**src/rtl/cpu_ctrl_pkg.sv**
```systemverilog
// Shared phase encoding, opcode constants and opcode classification for the CPU control sequencer.
package cpu_ctrl_pkg;

    typedef enum logic [2:0] {
        FETCH   = 3'd0,
        EXEC1   = 3'd1,
        EXEC2   = 3'd2,
        MULWAIT = 3'd3,
        EXEC3   = 3'd4,
        HALT    = 3'd5
    } phase_t;

    localparam logic [3:0] OP_STA = 4'b0000;
    localparam logic [3:0] OP_JMP = 4'b0001;
    localparam logic [3:0] OP_STP = 4'b0010;
    localparam logic [3:0] OP_LDA = 4'b0011;
    localparam logic [3:0] OP_JMS = 4'b0100;
    localparam logic [3:0] OP_BBL = 4'b0101;
    localparam logic [3:0] OP_JEQ = 4'b0110;
    localparam logic [3:0] OP_MUL = 4'b1101;
    localparam logic [3:0] OP_LDR = 4'b1110;

    // Extended instructions need a second execute phase.
    function automatic logic is_ext(input logic [3:0] op);
        return (op == OP_LDA) || (op == OP_LDR) || (op == OP_MUL);
    endfunction

    function automatic logic is_known(input logic [3:0] op);
        case (op)
            OP_STA, OP_JMP, OP_STP, OP_LDA, OP_JMS,
            OP_BBL, OP_JEQ, OP_MUL, OP_LDR: return 1'b1;
            default:                        return 1'b0;
        endcase
    endfunction

endpackage

```
**src/rtl/cpu_call_depth.sv**
```systemverilog
// Saturating call-stack occupancy counter; full/empty feed the overflow/underflow checks.
module cpu_call_depth #(
    parameter int STACK_DEPTH = 4,
    parameter int DEPTH_W     = $clog2(STACK_DEPTH + 1)
) (
    input  logic               clk,
    input  logic               reset,
    input  logic               push,
    input  logic               pop,
    output logic [DEPTH_W-1:0] depth,
    output logic               full,
    output logic               empty
);

    logic [DEPTH_W-1:0] depth_q;

    assign full  = (depth_q == DEPTH_W'(STACK_DEPTH));
    assign empty = (depth_q == '0);
    assign depth = depth_q;

    always_ff @(posedge clk) begin
        if (reset)
            depth_q <= '0;
        else if (push && !full)
            depth_q <= depth_q + 1'b1;
        else if (pop && !empty)
            depth_q <= depth_q - 1'b1;
    end

endmodule

```
**src/rtl/cpu_control_seq.sv**
```systemverilog
// Harvard CPU decoder + phase sequencer. Optional macro ILLEGAL_TRAP_EN: undefined opcodes fault and halt
// instead of executing as a NOP.
module cpu_control_seq
    import cpu_ctrl_pkg::*;
#(
    parameter int OPCODE_W    = 4,
    parameter int MUL_CYCLES  = 2,
    parameter int STACK_DEPTH = 4,
    parameter int DEPTH_W     = $clog2(STACK_DEPTH + 1)
) (
    input  logic                clk,
    input  logic                reset,
    input  logic [OPCODE_W-1:0] inst,
    input  logic                eq,
    input  logic                mem_ready,
    output logic [2:0]          phase,
    output logic                pc_inc,
    output logic                pc_load,
    output logic                acc_load,
    output logic                WrEn,
    output logic                push,
    output logic                pop,
    output logic                stack_mux,
    output logic                data_mux,
    output logic                e,
    output logic                m,
    output logic                halted,
    output logic                fault,
    output logic [DEPTH_W-1:0]  depth
);

    localparam int CNT_W = $clog2(MUL_CYCLES + 1);

    phase_t              state_q, state_d;
    logic [OPCODE_W-1:0] ir_q;
    logic [CNT_W-1:0]    cnt_q;
    logic                fault_q;
    logic [3:0]          op;
    logic                upper_zero, known, ext, in_exec;
    logic                full, empty;
    logic                ld_cnt, set_fault;
    logic                inc_r, load_r, acc_r, wr_r, push_r, pop_r;

    assign op = ir_q[3:0];

    generate
        if (OPCODE_W > 4) begin : g_upper
            assign upper_zero = ~|ir_q[OPCODE_W-1:4];
        end else begin : g_no_upper
            assign upper_zero = 1'b1;
        end
    endgenerate

    assign known   = upper_zero && is_known(op);
    assign ext     = upper_zero && is_ext(op);
    assign in_exec = (state_q != FETCH) && (state_q != HALT);

    always_comb begin
        state_d   = state_q;
        inc_r     = 1'b0;
        load_r    = 1'b0;
        acc_r     = 1'b0;
        wr_r      = 1'b0;
        push_r    = 1'b0;
        pop_r     = 1'b0;
        ld_cnt    = 1'b0;
        set_fault = 1'b0;
        case (state_q)
            FETCH: if (mem_ready) begin
                inc_r   = 1'b1;
                state_d = EXEC1;
            end
            EXEC1: if (mem_ready) begin
                if (!known) begin
`ifdef ILLEGAL_TRAP_EN
                    set_fault = 1'b1;
                    state_d   = HALT;
`else
                    inc_r   = 1'b1;
                    state_d = FETCH;
`endif
                end else begin
                    state_d = FETCH;
                    case (op)
                        OP_STP: state_d = HALT;
                        // Stack faults halt with every strobe withheld, like stp.
                        OP_JMS: if (full) begin
                            set_fault = 1'b1;
                            state_d   = HALT;
                        end else begin
                            inc_r  = 1'b1;
                            load_r = 1'b1;
                            push_r = 1'b1;
                        end
                        OP_BBL: if (empty) begin
                            set_fault = 1'b1;
                            state_d   = HALT;
                        end else begin
                            inc_r  = 1'b1;
                            load_r = 1'b1;
                            pop_r  = 1'b1;
                        end
                        OP_STA: begin
                            inc_r = 1'b1;
                            wr_r  = 1'b1;
                        end
                        OP_JMP: begin
                            inc_r  = 1'b1;
                            load_r = 1'b1;
                        end
                        OP_JEQ: begin
                            inc_r  = 1'b1;
                            load_r = !eq;
                        end
                        default: state_d = EXEC2;
                    endcase
                end
            end
            EXEC2: if (mem_ready) begin
                if (op == OP_MUL) begin
                    ld_cnt  = 1'b1;
                    state_d = MULWAIT;
                end else begin
                    acc_r   = 1'b1;
                    inc_r   = 1'b1;
                    state_d = FETCH;
                end
            end
            MULWAIT: if (mem_ready && cnt_q == '0) state_d = EXEC3;
            EXEC3: if (mem_ready) begin
                inc_r   = 1'b1;
                state_d = FETCH;
            end
            HALT:    state_d = HALT;
            default: state_d = FETCH;
        endcase
    end

    always_ff @(posedge clk) begin
        if (reset) begin
            state_q <= FETCH;
            ir_q    <= '0;
            cnt_q   <= '0;
            fault_q <= 1'b0;
        end else begin
            state_q <= state_d;
            if (state_q == FETCH && mem_ready)
                ir_q <= inst;
            // The wait counter runs freely; only leaving MULWAIT waits on mem_ready.
            if (ld_cnt)
                cnt_q <= CNT_W'(MUL_CYCLES - 1);
            else if (state_q == MULWAIT && cnt_q != '0)
                cnt_q <= cnt_q - 1'b1;
            if (set_fault)
                fault_q <= 1'b1;
        end
    end

    // A cycle with reset high aborts the instruction, so no strobe leaves the block.
    assign pc_inc   = inc_r  & ~reset;
    assign pc_load  = load_r & ~reset;
    assign acc_load = acc_r  & ~reset;
    assign WrEn     = wr_r   & ~reset;
    assign push     = push_r & ~reset;
    assign pop      = pop_r  & ~reset;

    assign phase     = state_q;
    assign e         = in_exec && ext;
    assign m         = in_exec && upper_zero && (op == OP_MUL);
    assign stack_mux = in_exec && upper_zero && (op == OP_BBL);
    assign data_mux  = in_exec && upper_zero && (op == OP_LDR);
    assign halted    = (state_q == HALT);
    assign fault     = fault_q;

    cpu_call_depth #(
        .STACK_DEPTH (STACK_DEPTH),
        .DEPTH_W     (DEPTH_W)
    ) u_call_depth (
        .clk   (clk),
        .reset (reset),
        .push  (push),
        .pop   (pop),
        .depth (depth),
        .full  (full),
        .empty (empty)
    );

endmodule

```
**config.mk**
```make
export PLATFORM = sky130hd
export DESIGN_NAME = cpu_control_seq
export DESIGN_NICKNAME = d
export VERILOG_FILES = /design/src/rtl/cpu_ctrl_pkg.sv /design/src/rtl/cpu_call_depth.sv /design/src/rtl/cpu_control_seq.sv
export SDC_FILE = /design/constraint.sdc
export NUM_CORES = 1
export LEC_CHECK = 0
export BUFFER_PORTS_ARGS = -buffer_cell sky130_fd_sc_hd__buf_2
export CAP_MARGIN = 20
export CORE_MARGIN = 8
export CORE_UTILIZATION = 53
export CTS_CLUSTER_SIZE = 12
export DETAILED_ROUTE_END_ITERATION = 7
export GPL_TIMING_DRIVEN = 0
export PLACE_DENSITY = 0.79
export SETUP_SLACK_MARGIN = 0.2
export SLEW_MARGIN = 20
export SYNTH_ARGS = -nofsm -noshare
export SYNTH_HDL_FRONTEND = slang
export SYNTH_SLANG_ARGS = --single-unit
```
**constraint.sdc**
```tcl
create_clock -name clk -period 2.3 [get_ports clk]
set_input_delay 0.345 -clock clk [delete_from_list [all_inputs] [get_ports clk]]
set_output_delay 0.345 -clock clk [all_outputs]
set_load 0.05 [all_outputs]
```
# Word level (Yosys, flattened, before mapping)
# Memories as Yosys holds them, arrays and structs flattened. A register that Yosys moved wholly into a read port is not among the register bits.
# Index checks and enable logic that the tools add are counted.
# word_totals
reg_bits	13
mem_bits_ro	16
output_inout_bits	18
wordCells	116
mem_count	1
# mem_list
memory	depth	word_bits	read_ports	rd_clocked_by_memory_dff	wr	line	source
(no name shown)	16	1	1	1	0	cpu_ctrl_pkg.sv:29	case (op)
# op_classes
add_sub_neg	3
n_eq_ne	20
n_mux	52
bitwise_logic	7
n_reduce_logical	27
# ops
cell	n
$mux 1	33
$mux 3	10
$pmux 3 s6	1
$eq 4x3->1 const B	3
$pmux 3 s4	1
$logic_and 1x1->1	10
$ne 2x2->1 const B	5
$eq 3x3->1 const B	3
$eq 4x2->1 const B	2
$eq 4x4->1 const B	2
$mux 4	2
$and 1x1->1	6
$eq 3x2->1 const B	2
$logic_not 3->1	2
$pmux 1 s3	2
$reduce_bool 2->1	3
$reduce_and 5->1	1
$eq 4x1->1 const B	1
$logic_not 4->1	1
$pmux 1 s4	1
$reduce_or 2->1	2
$add 3x1->3 const B	1
$eq 3x1->1 const B	1
$logic_not 1->1	3
other kinds (10)	11

# Depth between registers and ports, before layout
# Gate-level depths: netlist of run 1.
# depth
ltp_word	10
depth_mapped	10

# Cells and area by module
# Synthesis of run 1 repeated with hierarchy kept, for this count alone.
# unflattened
cells_unflattened	146
area_unflattened_um2	1103.6
# by_module_without_submodules
mod	n_inst	cells_each	area_each_um2
cpu_control_seq	1	122	898.4
cpu_call_depth	1	24	205.2

# Worst setup path after synthesis of run 1
# OpenSTA, ideal clock, no wires.
# synth_timing
path_type	register to register
startpoint	reg state_q[0] (netlist: phase[0])
endpoint	reg u_call_depth.depth_q[2] (netlist: u_call_depth.depth[2])
setup_ns	0.132
arrival_time_ns	3.496
setup_slack_ns	-1.328
path_stages_with_launch	9
synth_period_minus_slack_ns	3.628
cell_sequence	dfxtp_1 -> nand4b_1 -> nand3b_4 -> a211oi_1 -> inv_1 -> fa_1 -> mux2_2 -> o21ai_0 -> a21oi_1
# synth_via
elab_chain_len	5
elab_cells_between_ends	9
classes_between	1 x eq/ne; 3 x mux; 2 x bitwise; 3 x reduce/logical
# synth_rtl
element	line	source
start: declaration	cpu_control_seq.sv:34	phase_t state_q, state_d;
start signal: assignment	cpu_control_seq.sv:146	state_q <= state_d;
$eq 3x1->1 (*)	cpu_control_seq.sv:68	case (state_q)
$mux 1 (*)	cpu_control_seq.sv:68	
$and 1x1->1 (*)	cpu_control_seq.sv:164	assign push = push_r & ~reset;
via push	cpu_control_seq.sv:21	output logic push,
$logic_and 1x1->1 (*)	cpu_call_depth.sv:24	else if (push && !full)
$mux 3 or $reduce_bool 2->1 (tied branches)	--	
end signal: assignment	cpu_call_depth.sv:25	depth_q <= depth_q + 1'b1;
end signal: assignment	cpu_call_depth.sv:27	depth_q <= depth_q - 1'b1;
end: declaration	cpu_call_depth.sv:15	logic [DEPTH_W-1:0] depth_q;
# Mark *: on every way through the listed nets, which the timed path passes. The rest lies on a longest branch.
# A chain may end at the register's enable or synchronous reset.

# Final worst setup path of run 1
# layout_timing
startpoint	reg state_q[1] (netlist: phase[1])
endpoint	out pc_load
# layout_via
elab_chain_len	3
# layout_rtl
element	line	source
$eq 3x1->1	cpu_control_seq.sv:68	
$mux 1	cpu_control_seq.sv:68	
$and 1x1->1	cpu_control_seq.sv:161	assign pc_load = load_r & ~reset;
end: declaration	cpu_control_seq.sv:18	output logic pc_load,
# Every way passes these cells.

==> qor.txt, run 1 <==
Synth Area per Inst: 7.963 µm²
Top Ports: 26
Slowest-stage cell, CP: dfxtp_2
CP Capture Type: output pin
Die Ht: 61.87 µm
Post-synth EDFFs: 0
ys flop type: dfxtp_1
Syn Nets: 151
reg-to-reg startpoint: known
final core occ: 0.7860
cell taking the most area after synthesis: dfxtp_1
FF+latch count, synth: 14
WL final: 3228 µm
Critical Path RT: 1960 ps
share of post-route cells with drive strength above 1: 0.4261
power per cell area: 427.7 nW/µm²
WS Path Type: reg -> out
Core Area: 1982 µm²
most numerous cell in the Yosys netlist: nor2_1
crit path DAT: 1760 ps
placed cell count: 191
highest achievable clock rate: 0.4740 GHz
CTS tree: yes
largest net degree at the start of global routing: 11
Initial Util: 0.5625
Worst Setup SP: phase[1]
WP depth: 5
setup ws final: 190.1 ps
multi-input logic area: 874.6 µm²
status: finished, final reports clean
Mapped Area: 1115 µm²
Async SR Flop Fraction: 0
Max FO, Critical Path: 10
max-capacitance violation count: 0
final hold violation count: 0
clk_skew: 7.196 ps
worst hold path startpoint: inst[0]
clk_lat worst skew: 300 ps
r2r worst-path depth: 9
Placement Cell Area: 1358 µm²
CTS Buf Count: 3
number of H-tree levels: 1
worst-margin pin slew: 535.4 ps
initial antenna violation count: 0
drt first pass iters: 4
kind of cell adding the most delay to the critical path: buffers and inverters
root buffer cell: clkbuf_4
Unique masters post-synth: 53
LEAKAGE: 0.6474 nW
die width: 61.87 µm
pre-CTS worst setup slack: 60.38 ps
Hold Path Class: in -> reg
initial drt markers: 66
Layout Nets: 188
Final Cell Area: 1558 µm²
fin cells: 203
top post-synthesis cells by area: dfxtp_1 (25%), nor2_1 (6.4%), mux2i_1 (4.5%), o21ai_0 (3.6%), nand2_1 (3.4%)
share of the synthesized area in the top cell type: 0.2514
Syn-to-layout area delta: 39.73%
grt ovf: 0
wire per inst: 15.90 µm
ANT nets after route: 0
DRC viols: 0
Worst-path clk slew: 90 ps
GRT Total Usage: 0.1754
startpoint types: flop
sequential share of the synthesized area: 0.2514
Final Setup Violations: 0
Ys Warns: 0
hold path cells: 3
Core Rows: 16
Port Buf Inserts: 24
RSZ-0062 raised after global routing: true
Final Cycle Share: 0.9173
Peak VDD IR: 0.0004003 V
Final Wtd Congestion: 0.9000
sink count of the clock tree: 14
minimum clock period: 2110 ps
first-pass GRT wire length: 5030 µm
total number of vias: 1173
CP max stage delay: 380 ps
Clock Tree Buf Depth: 2
Ant. Diodes: 0
register area: 295.3 µm²
Vias/cell: 5.778
Fill cells: 152
Buf/Inv on CP: 2
Mapped Cells: 140
vias in the first global route: 1084
die area: 3827 µm²
Post-DP HPWL: 2269 µm
Max Slew Vio Count: 0
crit-path cells: clkbuf_2 > o21ai_1 > o2111ai_2 > nor4_4 > buf_6
Slew HR: 0.6431
Synth top cells by count: nor2_1 (19), dfxtp_1 (14), nand2_1 (10)
## path summary, 6_finish.rpt
| path | endpoint | slack (ps) |
|---|---|---|
| setup / recovery | pc_load | 190 |
| setup reg to reg | u_call_depth.depth[2] | 190 |
| hold / removal | ir_q[0] | 310 |
| hold reg to reg | fault | 470 |
## flip-flops by register name, indices dropped and copies added (netlist names)
name and cells:
ir_q 4, u_call_depth.depth 3, known 1, fault 1, cnt_q 2, phase 3
## cell families after synthesis
group           synth area share
compound gates            0.1886
buf+inv                  0.06958
fa+ha+maj                0.04040
flops                     0.2514
mux                      0.05500
xor+xnor                 0.02357
simple gates              0.3715
## cells in the final DEF (no fill, tap or decap), types with 2 or more instances in the layout
master,n
clkbuf_4,3
dfxtp_4,3
clkbuf_1,2
nor3_2,2
dfxtp_2,3
nand2_1,10
nor2_1,18
and2_1,2
mux2i_1,5
buf_2,23
nand3b_1,2
inv_1,6
nand4_1,2
nor2b_1,3
nand2b_1,3
buf_6,6
o21ai_0,5
o31ai_1,2
o21ai_1,2
nand3_1,2
dfxtp_1,8
a21oi_1,6
buf_4,10
## per-stage QoR
step                      total power, mW  TNS (ps)  hold WS (ps)
after floorplan                    0.4213    -138.8         429.0
after CTS                          0.6276         0         314.3
final                              0.6663         0         309.9
after detailed placement           0.4642         0         443.3
after global placement             0.4575         0         445.7
after global routing               0.6923         0         326.3
## routing by layer
layer | part of all wire | global-route usage | routed length, µm
met1 | 0.43 | 0.2171 | 1376
met2 | 0.49 | 0.2866 | 1567
met3 | 0.053 | 0.03086 | 172
met4 | 0.034 | 0.08117 | 110
met5 | 0 | 0 | 0
## tightest hold or removal path: cells and delay by family
family                 cells  cell delay [ps]
buffers and inverters      1               80
muxes                      1               70
and+or+nand+nor            1               80
## final cells by class
| cell class | count | area share |
|---|---|---|
| Buffer | 11 | 0.05783 |
| Clock buffer | 4 | 0.01687 |
| Inverter | 7 | 0.01687 |
| Multi-Input combinational cell | 108 | 0.5614 |
| Sequential cell | 14 | 0.1896 |
| Tap cell | 27 | 0.02169 |
| Timing Repair Buffer | 32 | 0.1357 |
## repair_timing
item	4_1_cts	5_1_grt
endpoints found under the setup margin	5	9
resized for setup	13	24
setup buffers	5	3
pin swaps	5	7
hold buffers	0	0
## where the power goes
group	total [mW]	internal, mW	switching [mW]
clock network	0.158	0.0677	0.0901
logic	0.242	0.101	0.142
registers	0.266	0.252	0.0143
total	0.666	0.420	0.246
No activity file was read; power rests on OpenSTA's default activity.
==> inputs of run 2 (changes only) <==
--- a/config.mk
+++ b/config.mk
@@ -8,11 +8,12 @@
 export BUFFER_PORTS_ARGS = -buffer_cell sky130_fd_sc_hd__buf_2
 export CAP_MARGIN = 20
 export CORE_MARGIN = 8
-export CORE_UTILIZATION = 53
+export CORE_UTILIZATION = 55
+export CTS_BUF_LIST = sky130_fd_sc_hd__clkbuf_8
 export CTS_CLUSTER_SIZE = 12
 export DETAILED_ROUTE_END_ITERATION = 7
 export GPL_TIMING_DRIVEN = 0
-export PLACE_DENSITY = 0.79
+export PLACE_DENSITY = 0.81
 export SETUP_SLACK_MARGIN = 0.2
 export SLEW_MARGIN = 20
 export SYNTH_ARGS = -nofsm -noshare
==> run 2 against run 1 <==
  * Hold slack better by 47 ps
  * Worst setup slack better by 33 ps
  * Core utilization grew 0.46 points
  * Largest cell class unchanged
  * Total power up 12%
  * Largest power group unchanged
  * First-iteration DRC count down 52%
  * Wire length is 0.77% lower
  * Critical endpoint is now u_call_depth.depth[2]
  * Clock skew fell by 0.73 ps
==> qor.txt, run 2 (synthesis results as in run 1) <==
status: finished, final reports clean (unchanged)
initial drt markers: 32 (was 66)
Peak VDD IR: 0.0004994 V (was 0.0004003 V)
Slew HR: 0.6575 (was 0.6431)
reg-to-reg startpoint: ir_q[3] (was known)
startpoint types: flop (unchanged)
CP Capture Type: flop (was output pin)
Largest Register: ir_q (unchanged)
worst hold slack: 357.4 ps (was 309.9 ps)
WP depth: 9 (was 5)
final hold violation count: 0 (unchanged)
highest achievable clock rate: 0.4814 GHz (was 0.4740 GHz)
Syn-to-layout area delta: 37.71% (was 39.73%)
pre-CTS worst setup slack: 66.30 ps (was 60.38 ps)
grt ovf: 0 (unchanged)
Initial Util: 0.5741 (was 0.5625)
Final Setup Violations: 0 (unchanged)
Vias/cell: 5.848 (was 5.778)
root buffer cell: clkbuf_8 (was clkbuf_4)
Final Wtd Congestion: 0.8984 (was 0.9000)
Core Area: 1942 µm² (was 1982 µm²)
wire per inst: 15.70 µm (was 15.90 µm)
max FFs per register: 4 (unchanged)
worst-margin pin slew: 513.8 ps (was 535.4 ps)
most frequent cells in the layout: buf_2 (24), nor2_1 (18), buf_4 (10), nand2_1 (10), dfxtp_1 (8) (was buf_2 (23), nor2_1 (18), buf_4 (10), nand2_1 (10), dfxtp_1 (8))
vias in the first global route: 1114 (was 1084)
setup ws final: 222.9 ps (was 190.1 ps)
crit-path cells: buf_6 > nor3_4 > nand3b_4 > a211oi_4 > inv_2 > fa_2 > mux2_4 > o21ai_1 > a21oi_1 (was clkbuf_2 > o21ai_1 > o2111ai_2 > nor4_4 > buf_6)
clk_lat worst skew: 260 ps (was 300 ps)
share of post-route cells with drive strength above 1: 0.4068 (was 0.4261)
commonest non-fill, non-tap cell in the layout: buf_2 (unchanged)
kind of cell adding the most delay to the critical path: compound AO/OA/AOI/OAI gates (was buffers and inverters)
power per cell area: 484.0 nW/µm² (was 427.7 nW/µm²)
WS Path Type: reg -> reg (was reg -> out)
Layout Nets: 189 (was 188)
Buf/Inv on CP: 2 (unchanged)
first-pass GRT wire length: 5071 µm (was 5030 µm)
ANT nets after route: 0 (unchanged)
Hold Path Class: in -> reg (unchanged)
die area: 3723 µm² (was 3827 µm²)
die width: 61.02 µm (was 61.87 µm)
Ant. Diodes: 0 (unchanged)
Worst Setup SP: ir_q[3] (was phase[1])
total number of vias: 1193 (was 1173)
Core Rows: 16 (unchanged)
Slowest-stage cell, CP: fa_2 (was dfxtp_2)
CTS tree: yes (unchanged)
Post-DP HPWL: 2196 µm (was 2269 µm)
RSZ-0062 raised after global routing: true (unchanged)
clk_skew: 6.467 ps (was 7.196 ps)
Final Cell Area: 1535 µm² (was 1558 µm²)
Post-CTS Hold Buffers: 0 (unchanged)
GRT Total Usage: 0.1788 (was 0.1754)
reg2reg end: u_call_depth.depth[2] (unchanged)
r2r worst-path depth: 9 (unchanged)
max-capacitance violation count: 0 (unchanged)
Fill cells: 142 (was 152)
Clock Tree Buf Depth: 2 (unchanged)
Critical Path RT: 2410 ps (was 1960 ps)
largest net degree at the start of global routing: 11 (unchanged)
final core occ: 0.7906 (was 0.7860)
Top Ports: 26 (unchanged)
drt first pass iters: 4 (unchanged)
WL final: 3203 µm (was 3228 µm)
R2R Setup Slk: 220 ps (was 190 ps)
Port Buf Inserts: 24 (unchanged)
crit path DAT: 2190 ps (was 1760 ps)
minimum clock period: 2077 ps (was 2110 ps)
Worst-path clk slew: 60 ps (was 90 ps)
Setup crit end: u_call_depth.depth[2] (was pc_load)
DRC viols: 0 (unchanged)
number of H-tree levels: 1 (unchanged)
Die Ht: 61.02 µm (was 61.87 µm)
initial antenna violation count: 0 (unchanged)
Placement Cell Area: 1358 µm² (unchanged)
Final Cycle Share: 0.9031 (was 0.9173)
Tot Pwr: 0.7430 mW (was 0.6663 mW)
CP max stage delay: 380 ps (about the same)
Max FO, Critical Path: 7 (was 10)
Max Slew Vio Count: 0 (unchanged)
sink count of the clock tree: 14 (unchanged)
CTS Buf Count: 3 (unchanged)
LEAKAGE: 0.6628 nW (was 0.6474 nW)
run 2: what timing repair did:
item / in CTS / in global routing
buffers inserted: 3 / 6
resized for setup: 13 / 10
pin swaps: 6 / 7
endpoints found under the setup margin: 5 / 6
run 2: how the worst min path moves through the flow:
stage,from,to,slack [ps],cells past startpoint
after floorplan,reset,ir_q[3],430,1
after global placement,fault,fault,440,1
after detailed placement,fault,fault,450,1
after CTS,reset,ir_q[3],350,2
after global routing,reset,ir_q[3],370,2
final,reset,ir_q[3],360,2
run 2: cell type report:
| class | count | area (µm²) | area share |
|---|---|---|---|
| Clock buffer | 4 | 55.05 | 0.03586 |
| Timing Repair Buffer | 33 | 206.4 | 0.1345 |
| Multi-Input combinational cell | 108 | 840.8 | 0.5477 |
| Tap cell | 27 | 33.78 | 0.02200 |
| Inverter | 7 | 26.28 | 0.01711 |
| Buffer | 11 | 77.57 | 0.05053 |
| Sequential cell | 14 | 295.3 | 0.1923 |
run 2: power by group:
group          leakage [nW]  total (mW)  internal (mW)  switching [mW]
registers             0.118       0.265          0.252          0.0130
logic                 0.516       0.229         0.0907           0.138
clock network        0.0288       0.248          0.152          0.0963
run 2: per-stage QoR:
step,instances,TNS (ps)
after floorplan,140,-138.8
after global placement,191,0
after detailed placement,191,0
after CTS,198,0
after global routing,204,0
final,204,0
run 2: per-layer routing:
layer | part of all wire | wire length (µm) | vias to the layer above | GRT usage
li1 | - | - | 577 | -
met1 | 0.42 | 1332 | 574 | 0.2075
met2 | 0.52 | 1654 | 39 | 0.3030
met3 | 0.055 | 176 | 3 | 0.02714
met4 | 0.012 | 40 | 0 | 0.1030
met5 | 0 | 0 | - | 0
==> inputs of run 3 (changes only) <==
--- a/config.mk
+++ b/config.mk
@@ -8,12 +8,12 @@
 export BUFFER_PORTS_ARGS = -buffer_cell sky130_fd_sc_hd__buf_2
 export CAP_MARGIN = 20
 export CORE_MARGIN = 8
-export CORE_UTILIZATION = 55
+export CORE_UTILIZATION = 45
 export CTS_BUF_LIST = sky130_fd_sc_hd__clkbuf_8
 export CTS_CLUSTER_SIZE = 12
 export DETAILED_ROUTE_END_ITERATION = 7
 export GPL_TIMING_DRIVEN = 0
-export PLACE_DENSITY = 0.81
+export PLACE_DENSITY = 0.69
 export SETUP_SLACK_MARGIN = 0.2
 export SLEW_MARGIN = 20
 export SYNTH_ARGS = -nofsm -noshare
==> run 3 against run 2 <==
  * Non-clock buffer count fell by 3
  * Final cell count unchanged
  * Worst setup slack lost 3.8 ps
  * Critical path depth decreased by 3
  * Total power is 3.6% lower
  * Sequential power about the same
  * Largest power group unchanged
==> qor.txt, run 3 (synthesis results as in run 1) <==
Final Cycle Share: 0.9048 (was 0.9031)
Peak VDD IR: 0.0003543 V (was 0.0004994 V)
startpoint types: flop (unchanged)
vias in the first global route: 1143 (was 1114)
Final Setup Violations: 0 (unchanged)
minimum clock period: 2081 ps (was 2077 ps)
initial drt markers: 67 (was 32)
largest net degree at the start of global routing: 11 (unchanged)
Ant. Diodes: 0 (unchanged)
LEAKAGE: 0.6399 nW (was 0.6628 nW)
max FFs per register: 4 (unchanged)
setup ws final: 219.1 ps (was 222.9 ps)
ANT nets after route: 0 (unchanged)
clk_skew: 4.132 ps (was 6.467 ps)
commonest non-fill, non-tap cell in the layout: buf_2 (unchanged)
worst-margin pin slew: 525.5 ps (was 513.8 ps)
status: finished, final reports clean (unchanged)
root buffer cell: clkbuf_8 (unchanged)
CTS tree: yes (unchanged)
Critical Path RT: 1960 ps (was 2410 ps)
Core Rows: 18 (was 16)
number of H-tree levels: 1 (unchanged)
die area: 4326 µm² (was 3723 µm²)
Post-DP HPWL: 2230 µm (was 2196 µm)
GRT Total Usage: 0.1490 (was 0.1788)
WL final: 3031 µm (was 3203 µm)
final hold violation count: 0 (unchanged)
WS Path Type: reg -> out (was reg -> reg)
sink count of the clock tree: 14 (unchanged)
Die Ht: 65.78 µm (was 61.02 µm)
Fill cells: 227 (was 142)
DRC viols: 0 (unchanged)
Initial Util: 0.4626 (was 0.5741)
total number of vias: 1147 (was 1193)
crit-path cells: buf_2 > xor2_1 > a211oi_2 > nor2_1 > nor4_4 > buf_6 (was buf_6 > nor3_4 > nand3b_4 > a211oi_4 > inv_2 > fa_2 > mux2_4 > o21ai_1 > a21oi_1)
share of post-route cells with drive strength above 1: 0.3793 (was 0.4068)
Syn-to-layout area delta: 33.56% (was 37.71%)
Slew HR: 0.6497 (was 0.6575)
Tot Pwr: 0.7160 mW (was 0.7430 mW)
power per cell area: 480.9 nW/µm² (was 484.0 nW/µm²)
Core Area: 2410 µm² (was 1942 µm²)
Worst-path clk slew: 60 ps (about the same)
Max FO, Critical Path: 9 (was 7)
Port Buf Inserts: 24 (unchanged)
max-capacitance violation count: 0 (unchanged)
wire per inst: 14.86 µm (was 15.70 µm)
highest achievable clock rate: 0.4806 GHz (was 0.4814 GHz)
CP Capture Type: output pin (was flop)
CP max stage delay: 340 ps (was 380 ps)
most frequent cells in the layout: buf_2 (25), nor2_1 (19), buf_4 (10), nand2_1 (10), dfxtp_1 (8) (was buf_2 (24), nor2_1 (18), buf_4 (10), nand2_1 (10), dfxtp_1 (8))
Top Ports: 26 (unchanged)
pre-CTS worst setup slack: 77.28 ps (was 66.30 ps)
drt first pass iters: 4 (unchanged)
initial antenna violation count: 0 (unchanged)
Vias/cell: 5.623 (was 5.848)
Slowest-stage cell, CP: dfxtp_4 (was fa_2)
first-pass GRT wire length: 5230 µm (was 5071 µm)
RSZ-0062 raised after global routing: true (unchanged)
worst hold slack: 360.4 ps (was 357.4 ps)
Post-CTS Hold Buffers: 0 (unchanged)
Hold Path Class: in -> reg (unchanged)
Max Slew Vio Count: 0 (unchanged)
grt ovf: 0 (unchanged)
multi-input logic area: 827.0 µm² (was 840.8 µm²)
crit path DAT: 1740 ps (was 2190 ps)
Layout Nets: 186 (was 189)
register area: 295.3 µm² (unchanged)
Final Wtd Congestion: 0.8093 (was 0.8984)
Largest Register: ir_q (unchanged)
clk_lat worst skew: 250 ps (was 260 ps)
die width: 65.78 µm (was 61.02 µm)
Clock Tree Buf Depth: 2 (unchanged)
CTS Buf Count: 3 (unchanged)
run 3: cell types whose count changed in the layout (fill, tap and decap cells not counted), sizes merged:
cell / change
buf: -2
clkbuf: -1
run 3: final cells by class:
cell class	count	share of cell area
tap	30	0.02521
timing repair buffer	30	0.1185
inverter	7	0.01765
buffer	11	0.04790
sequential	14	0.1983
multi-input combinational	108	0.5555
clock buffer	4	0.03697
run 3: timing repair:
action / 4_1_cts / 5_1_grt
resized for setup: 7 / 9
buffers inserted: 1 / 5
pin swaps: 2 / 7
endpoints found under the setup margin: 5 / 5
run 3: metrics by stage:
stage | std cells | cell area [µm²] | util | TNS (ps)
6_report | 204 | 1489 | 0.6179 | 0
2_1_floorplan | 140 | 1204 | - | -138.8
3_3_place_gp | 194 | 1361 | 0.5649 | 0
4_1_cts | 199 | 1440 | 0.5976 | 0
3_5_place_dp | 194 | 1361 | 0.5649 | 0
5_1_grt | 204 | 1489 | 0.6179 | 0
run 3: path summary, 6_finish.rpt:
check / startpoint / to / slack, ps / cells after the start
worst max-delay path: u_call_depth.depth[2] / pc_load / 220 / 6
worst min-delay path: inst[0] / ir_q[0] / 360 / 3
worst max register to register: phase[2] / u_call_depth.depth[2] / 240 / 9
worst min register to register: fault / fault / 460 / 1
run 3: critical path: cells and delay by family (launching register included):
| family | cells | cell delay, ps |
|---|---|---|
| AOI/OAI and AO/OA | 1 | 230 |
| xor gates and xnor gates | 1 | 180 |
| buffers and inverters | 2 | 370 |
| DFF | 1 | 340 |
| and+or+nand+nor | 2 | 360 |
run 3: where the power goes:
| part | internal, mW | switching (mW) | leakage (nW) |
|---|---|---|---|
| combinational | 0.0760 | 0.131 | 0.494 |
| clock | 0.152 | 0.0929 | 0.0288 |
| sequential | 0.252 | 0.0124 | 0.118 |
| total | 0.480 | 0.236 | 0.640 |
run 3: routing by layer:
layer	vias up	global-route usage	wire length [µm]
met5	-	0	0
met4	0	0.05722	44
met3	5	0.03729	169
met2	29	0.2436	1413
met1	542	0.1824	1404
li1	571	-	-
